<file path="config.mk">
export PLATFORM = sky130hd
export DESIGN_NAME = counter_fractional_multi
export DESIGN_NICKNAME = d
export VERILOG_FILES = /design/src/rtl/counter_fractional_multi.sv
export SDC_FILE = /design/constraint.sdc
export NUM_CORES = 1
export LEC_CHECK = 0
export CAP_MARGIN = 5
export CORE_ASPECT_RATIO = 1.4
export CORE_UTILIZATION = 50
export CTS_CLUSTER_DIAMETER = 40
export DETAILED_ROUTE_END_ITERATION = 12
export GPL_TIMING_DRIVEN = 0
export PLACE_DENSITY = 0.72
export SLEW_MARGIN = 20
export SYNTH_ARGS = -nofsm -noshare
export SYNTH_HDL_FRONTEND = slang
export SYNTH_SLANG_ARGS = --single-unit
</file>
<file path="constraint.sdc">
create_clock -name clk -period 8.18 [get_ports clk]
set_clock_uncertainty 0.2 [all_clocks]
set_input_delay 1.636 -clock clk [delete_from_list [all_inputs] [get_ports clk]]
set_output_delay 1.636 -clock clk [all_outputs]
set_load 0.05 [all_outputs]
</file>
<file path="src/rtl/counter_fractional_multi.sv">
// Multi-channel fractional-rate (Bresenham) counter with handshaked reconfiguration applied at wrap boundaries.
// Optional phase-load ports are enabled by defining COUNTER_FRACTIONAL_MULTI_PHASE_EN.
module counter_fractional_multi #(
  parameter int WIDTH    = 8,
  parameter int CHANNELS = 2
) (
  input  logic                            clk,
  input  logic                            rst,
  input  logic [CHANNELS-1:0]             ena,
  input  logic [CHANNELS-1:0]             cfg_vld,
  output logic [CHANNELS-1:0]             cfg_rdy,
  input  logic [CHANNELS-1:0][WIDTH-1:0]  cfg_num,
  input  logic [CHANNELS-1:0][WIDTH-1:0]  cfg_den,
  output logic [CHANNELS-1:0][WIDTH-1:0]  cnt,
  output logic [CHANNELS-1:0]             wrp,
  output logic [CHANNELS-1:0]             err
`ifdef COUNTER_FRACTIONAL_MULTI_PHASE_EN
  ,
  input  logic [CHANNELS-1:0]             phs_ld,
  input  logic [CHANNELS-1:0][WIDTH-1:0]  phs_val
`endif
);

  typedef enum logic {
    IDLE = 1'b0,
    PEND = 1'b1
  } state_t;

  localparam logic [WIDTH:0] FULL = {1'b1, {WIDTH{1'b0}}};

  // A stored denominator of zero stands for 2**WIDTH.
  function automatic logic [WIDTH:0] eff_den(input logic [WIDTH-1:0] d);
    return (d == '0) ? FULL : {1'b0, d};
  endfunction

  for (genvar ch = 0; ch < CHANNELS; ch++) begin : g_ch
    state_t           state, state_nxt;
    logic [WIDTH-1:0] acc, num, den, sh_num, sh_den, acc_nxt, stepped;
    logic [WIDTH:0]   sum, d_cur, d_sh;
    logic             wrap, take, legal, apply, err_q;

    always_comb begin
      sum     = {1'b0, acc} + {1'b0, num};
      d_cur   = eff_den(den);
      d_sh    = eff_den(sh_den);
      wrap    = (sum >= d_cur);
      // Result is below D <= 2**WIDTH, so the low bits alone are exact.
      stepped = wrap ? (sum[WIDTH-1:0] - d_cur[WIDTH-1:0]) : sum[WIDTH-1:0];
      take    = (state == IDLE) && cfg_vld[ch];
      legal   = ({1'b0, cfg_num[ch]} < eff_den(cfg_den[ch]));
      apply   = (state == PEND) && (!ena[ch] || wrap);

      state_nxt = state;
      if (apply)              state_nxt = IDLE;
      else if (take && legal) state_nxt = PEND;

      acc_nxt = acc;
      if (ena[ch])                             acc_nxt = stepped;
      else if (apply && ({1'b0, acc} >= d_sh)) acc_nxt = '0;
`ifdef COUNTER_FRACTIONAL_MULTI_PHASE_EN
      if (phs_ld[ch])
        acc_nxt = ({1'b0, phs_val[ch]} >= (apply ? d_sh : d_cur)) ? '0 : phs_val[ch];
`endif
    end

    always_ff @(posedge clk or negedge rst) begin
      if (!rst) begin
        state  <= IDLE;
        acc    <= '0;
        num    <= '0;
        den    <= '0;
        sh_num <= '0;
        sh_den <= '0;
        err_q  <= 1'b0;
      end else begin
        state <= state_nxt;
        acc   <= acc_nxt;
        if (take && legal) begin
          sh_num <= cfg_num[ch];
          sh_den <= cfg_den[ch];
        end
        if (take && !legal) err_q <= 1'b1;
        if (apply) begin
          num <= sh_num;
          den <= sh_den;
        end
      end
    end

    assign cnt[ch]     = acc;
    assign wrp[ch]     = wrap;
    assign cfg_rdy[ch] = (state == IDLE);
    assign err[ch]     = err_q;
  end

endmodule

</file>
==> results of run 1 <==
## stage by stage
step / util, % / cell area (sq um) / std cells / setup slack [ns] / hold WS [ns]
after global placement: 58.3 / 6300 / 719 / 2.21 / 0.255
after CTS: 61.4 / 6640 / 736 / 1.85 / 0.275
final: 61.4 / 6640 / 736 / 1.87 / 0.270
after global routing: 61.4 / 6640 / 736 / 1.62 / 0.291
after floorplan: - / 5540 / 519 / 2.94 / 0.238
after detailed placement: 58.5 / 6330 / 720 / 2.23 / 0.260
## per-layer routing
metal | GRT usage, % | vias to the layer above | share of wire (%)
met5 | 0 | - | 0
li1 | - | 1994 | -
met2 | 47.5 | 83 | 57
met1 | 23.4 | 2042 | 37
met4 | 11.6 | 0 | 3.8
met3 | 3.78 | 29 | 2.8
## area by class of cell
class	count	area (sq um)	area share, %
Buffer	17	129	1.94
Clock buffer	13	270	4.07
Clock inverter	3	43.8	0.659
Inverter	59	221	3.33
Multi-Input combinational cell	359	3080	46.4
Sequential cell	84	2100	31.6
Tap cell	141	176	2.66
Timing Repair Buffer	60	616	9.27
## state kept, by name, indices dropped and copies added (netlist names)
register / count
g_ch.err_q: 2
g_ch.sh_den: 16
g_ch.sh_num: 16
g_ch.state: 2
g_ch.acc: 16
g_ch.den: 16
g_ch.num: 16
## critical path, cell delays in order (launching register included)
cell and delay (ns):
dfrtp_1 0.42, ha_1 0.24, fa_1 0.42, a21o_1 0.21
a21oi_1 0.22, o21bai_1 0.13, a21oi_1 0.24, xnor2_1 0.18
inv_1 0.07, ha_1 0.37, a21o_1 0.18, a21o_1 0.16
a21oi_1 0.17, o21ai_2 0.10, buf_4 0.20, buf_4 0.14
clkdlybuf4s50_1 0.68
## cells in the final DEF (no fill, tap or decap), types with 5 or more instances in the layout
master,instances
clkbuf_16,9
a211oi_1,5
a21oi_1,24
o21ai_0,15
mux2i_1,40
nor3_1,7
clkdlybuf4s50_1,58
dfrtp_1,84
a31oi_1,5
nor2_1,12
inv_1,59
clkbuf_1,7
nand2_1,29
xor2_1,9
nand2b_1,6
nor2b_1,5
nor4_1,12
mux2_2,33
buf_4,6
xnor2_1,11
and3_1,5
ha_1,64
o21bai_1,7
a21o_1,14
## synth_stat cells (all sizes together), types with 2 or more instances
cell type / instances / share of area [%]
nor2b: 5 / 0.56
a21oi: 24 / 2.2
xor2: 9 / 1.4
nand3: 3 / 0.27
ha: 64 / 14
nand4: 4 / 0.45
o21a: 4 / 0.54
a221o: 2 / 0.36
fa: 4 / 1.4
nor3: 7 / 0.63
or3: 3 / 0.34
nand2: 29 / 2.0
mux2i: 40 / 7.2
a211oi: 5 / 0.68
o21bai: 7 / 0.95
a21o: 14 / 1.9
o31a: 2 / 0.36
clkbuf: 6 / 0.41
a22o: 4 / 0.63
buf: 11 / 1.9
o2bb2ai: 4 / 0.63
nand2b: 6 / 0.68
o2111ai: 2 / 0.95
xnor2: 11 / 1.7
and3: 5 / 0.56
o31ai: 3 / 0.41
o21ai: 19 / 2.0
o221ai: 2 / 0.32
dfrtp: 84 / 38
inv: 59 / 4.0
a2bb2oi: 2 / 0.32
a41o: 2 / 0.36
mux2: 36 / 7.5
nor2: 12 / 0.81
or2: 2 / 0.23
nor4: 12 / 1.4
o211ai: 2 / 0.27
a31oi: 5 / 0.56
## path summary, 6_finish.rpt
kind	start	endpoint	slack (ns)
max in group asynchronous	rst	g_ch[1].acc[2]$_DFFE_PN0P_	6.10
max	g_ch[1].acc[0]$_DFFE_PN0P_	wrp[1]	1.87
min	g_ch[1].err_q$_DFFE_PN0P_	g_ch[1].err_q$_DFFE_PN0P_	0.27
max reg2reg	g_ch[1].acc[0]$_DFFE_PN0P_	g_ch[1].num[6]$_DFFE_PN0P_	3.89
min in group asynchronous	rst	g_ch[0].sh_num[7]$_DFFE_PN0P_	1.07
min reg2reg	g_ch[1].err_q$_DFFE_PN0P_	g_ch[1].err_q$_DFFE_PN0P_	0.27
## logic make-up (layout without fill, tap and decap cells)
family                     Yosys count  after routing  share of synthesized area, %
AOI/OAI and AO/OA                  105            105                          13.7
and+or+nand+nor                     90             90                          8.16
DFF                                 84             84                          38.0
muxes                               76             76                          14.8
buffers and inverters               76            152                          6.33
adders and majority gates           68             68                          15.9
xor gates and xnor gates            20             20                          3.16
==> flow_summary.json, run 1 <==
{
  "status": "finished clean",
  "worstPathArrival_ns": 4.47,
  "cts_sinks": 84,
  "syn_avg_cell_area_sq_um": 10.7,
  "cts_resized": 0,
  "nets": 696,
  "end_kind": "output pin",
  "cap_viol_max_count": 0,
  "cts.path.max_buffers": 2,
  "synthArstFlopShare_pct": 100,
  "gp_congestion": 0.862,
  "die_h_um": 127,
  "grt_start_max_net_pins": 47,
  "ff2ff_path_depth": 16,
  "synth_cells": 519,
  "hp-class": "flip-flop to flip-flop",
  "antenna_found_initial": 0,
  "setup_viol": 0,
  "timing_hold_violations_final": 0,
  "grt_setup_unrepaired": "no",
  "core-area_sq_um": 10800,
  "startpoint_type": "flip-flop",
  "layout-drive-gt1-share_pct": 12.3,
  "synth_cell_types": 49,
  "die_w_um": 90.9,
  "slew_viol_final": 0,
  "seq_area_frac_synth_pct": 38.0,
  "grt-ovfl-total": 0,
  "relSlewSlack_pct": 46.5,
  "min_period_ns": 6.31,
  "avgViaCountPerCell": 5.64,
  "num_rows": 45,
  "cts_root_buffer": "clkbuf_16",
  "worst_slew_pin_slew_ns": 0.798,
  "grt_pass1_wl_mm": 21.2,
  "start_util_pct": 51.2,
  "fmax_ghz": 0.159,
  "post-cts-setup-buffers": 0,
  "drc": 0,
  "path_class": "flip-flop to output pin",
  "cts_tree": "built",
  "synth_warnings": 0,
  "diodes": 0,
  "ys_ff_latch": 84,
  "syn2layout_area_growth_pct": 20.0,
  "holdBufCountCts": 0,
  "fill_cells": 929,
  "synth_edf_count": 0,
  "cts.clk_slew.worst_paths_ns": 0.06,
  "tns_ns": 0,
  "drt_pass1_iterations": 4,
  "syn-num-nets": 625,
  "netlist_area_sq_um": 5540,
  "cp_max_fo": 10,
  "drtAntennaViolNets": 0,
  "grt_pass1_vias": 4482,
  "avgRoutedWirePerCell_um": 17.4,
  "port_buffers": 59,
  "cts-buffers-inserted": 9,
  "synthFlopType": "dfrtp_1",
  "io_pins": 60,
  "post-dp-hpwl_mm": 10.3,
  "wl_mm": 12.8,
  "min_delay_path_depth": 1,
  "worstPathRequired_ns": 6.34,
  "drt-initial-drc-count": 87,
  "die_area_sq_um": 11500,
  "clkLatencyLatePin_ns": 0.34,
  "vias": 4148,
  "track_usage_pct": 23.8,
  "htreeDepth": 3,
  "timing.final.crit_share_pct": 77.1
}
Power of run 1 is not shown: default switching activity piles up to over one toggle a cycle in this logic, so the estimate is an artifact.
==> inputs of run 2 (changes only) <==
==> constraint.sdc (replaced) <==
create_clock -name clk -period 6.4 [get_ports clk]
set_clock_uncertainty 0.2 [all_clocks]
set_input_delay 1.28 -clock clk [delete_from_list [all_inputs] [get_ports clk]]
set_output_delay 1.28 -clock clk [all_outputs]
set_load 0.05 [all_outputs]
==> results of run 2 <==
The final DEF is identical to that of run 1. Status: finished clean.
Among the figures that moved: setup slack after placement 2.23 ns -> 0.801 ns; setup slack after layout 1.87 ns -> 0.450 ns; register-to-register setup slack 3.89 ns -> 2.11 ns
Power of run 2 is left out for the same reason.
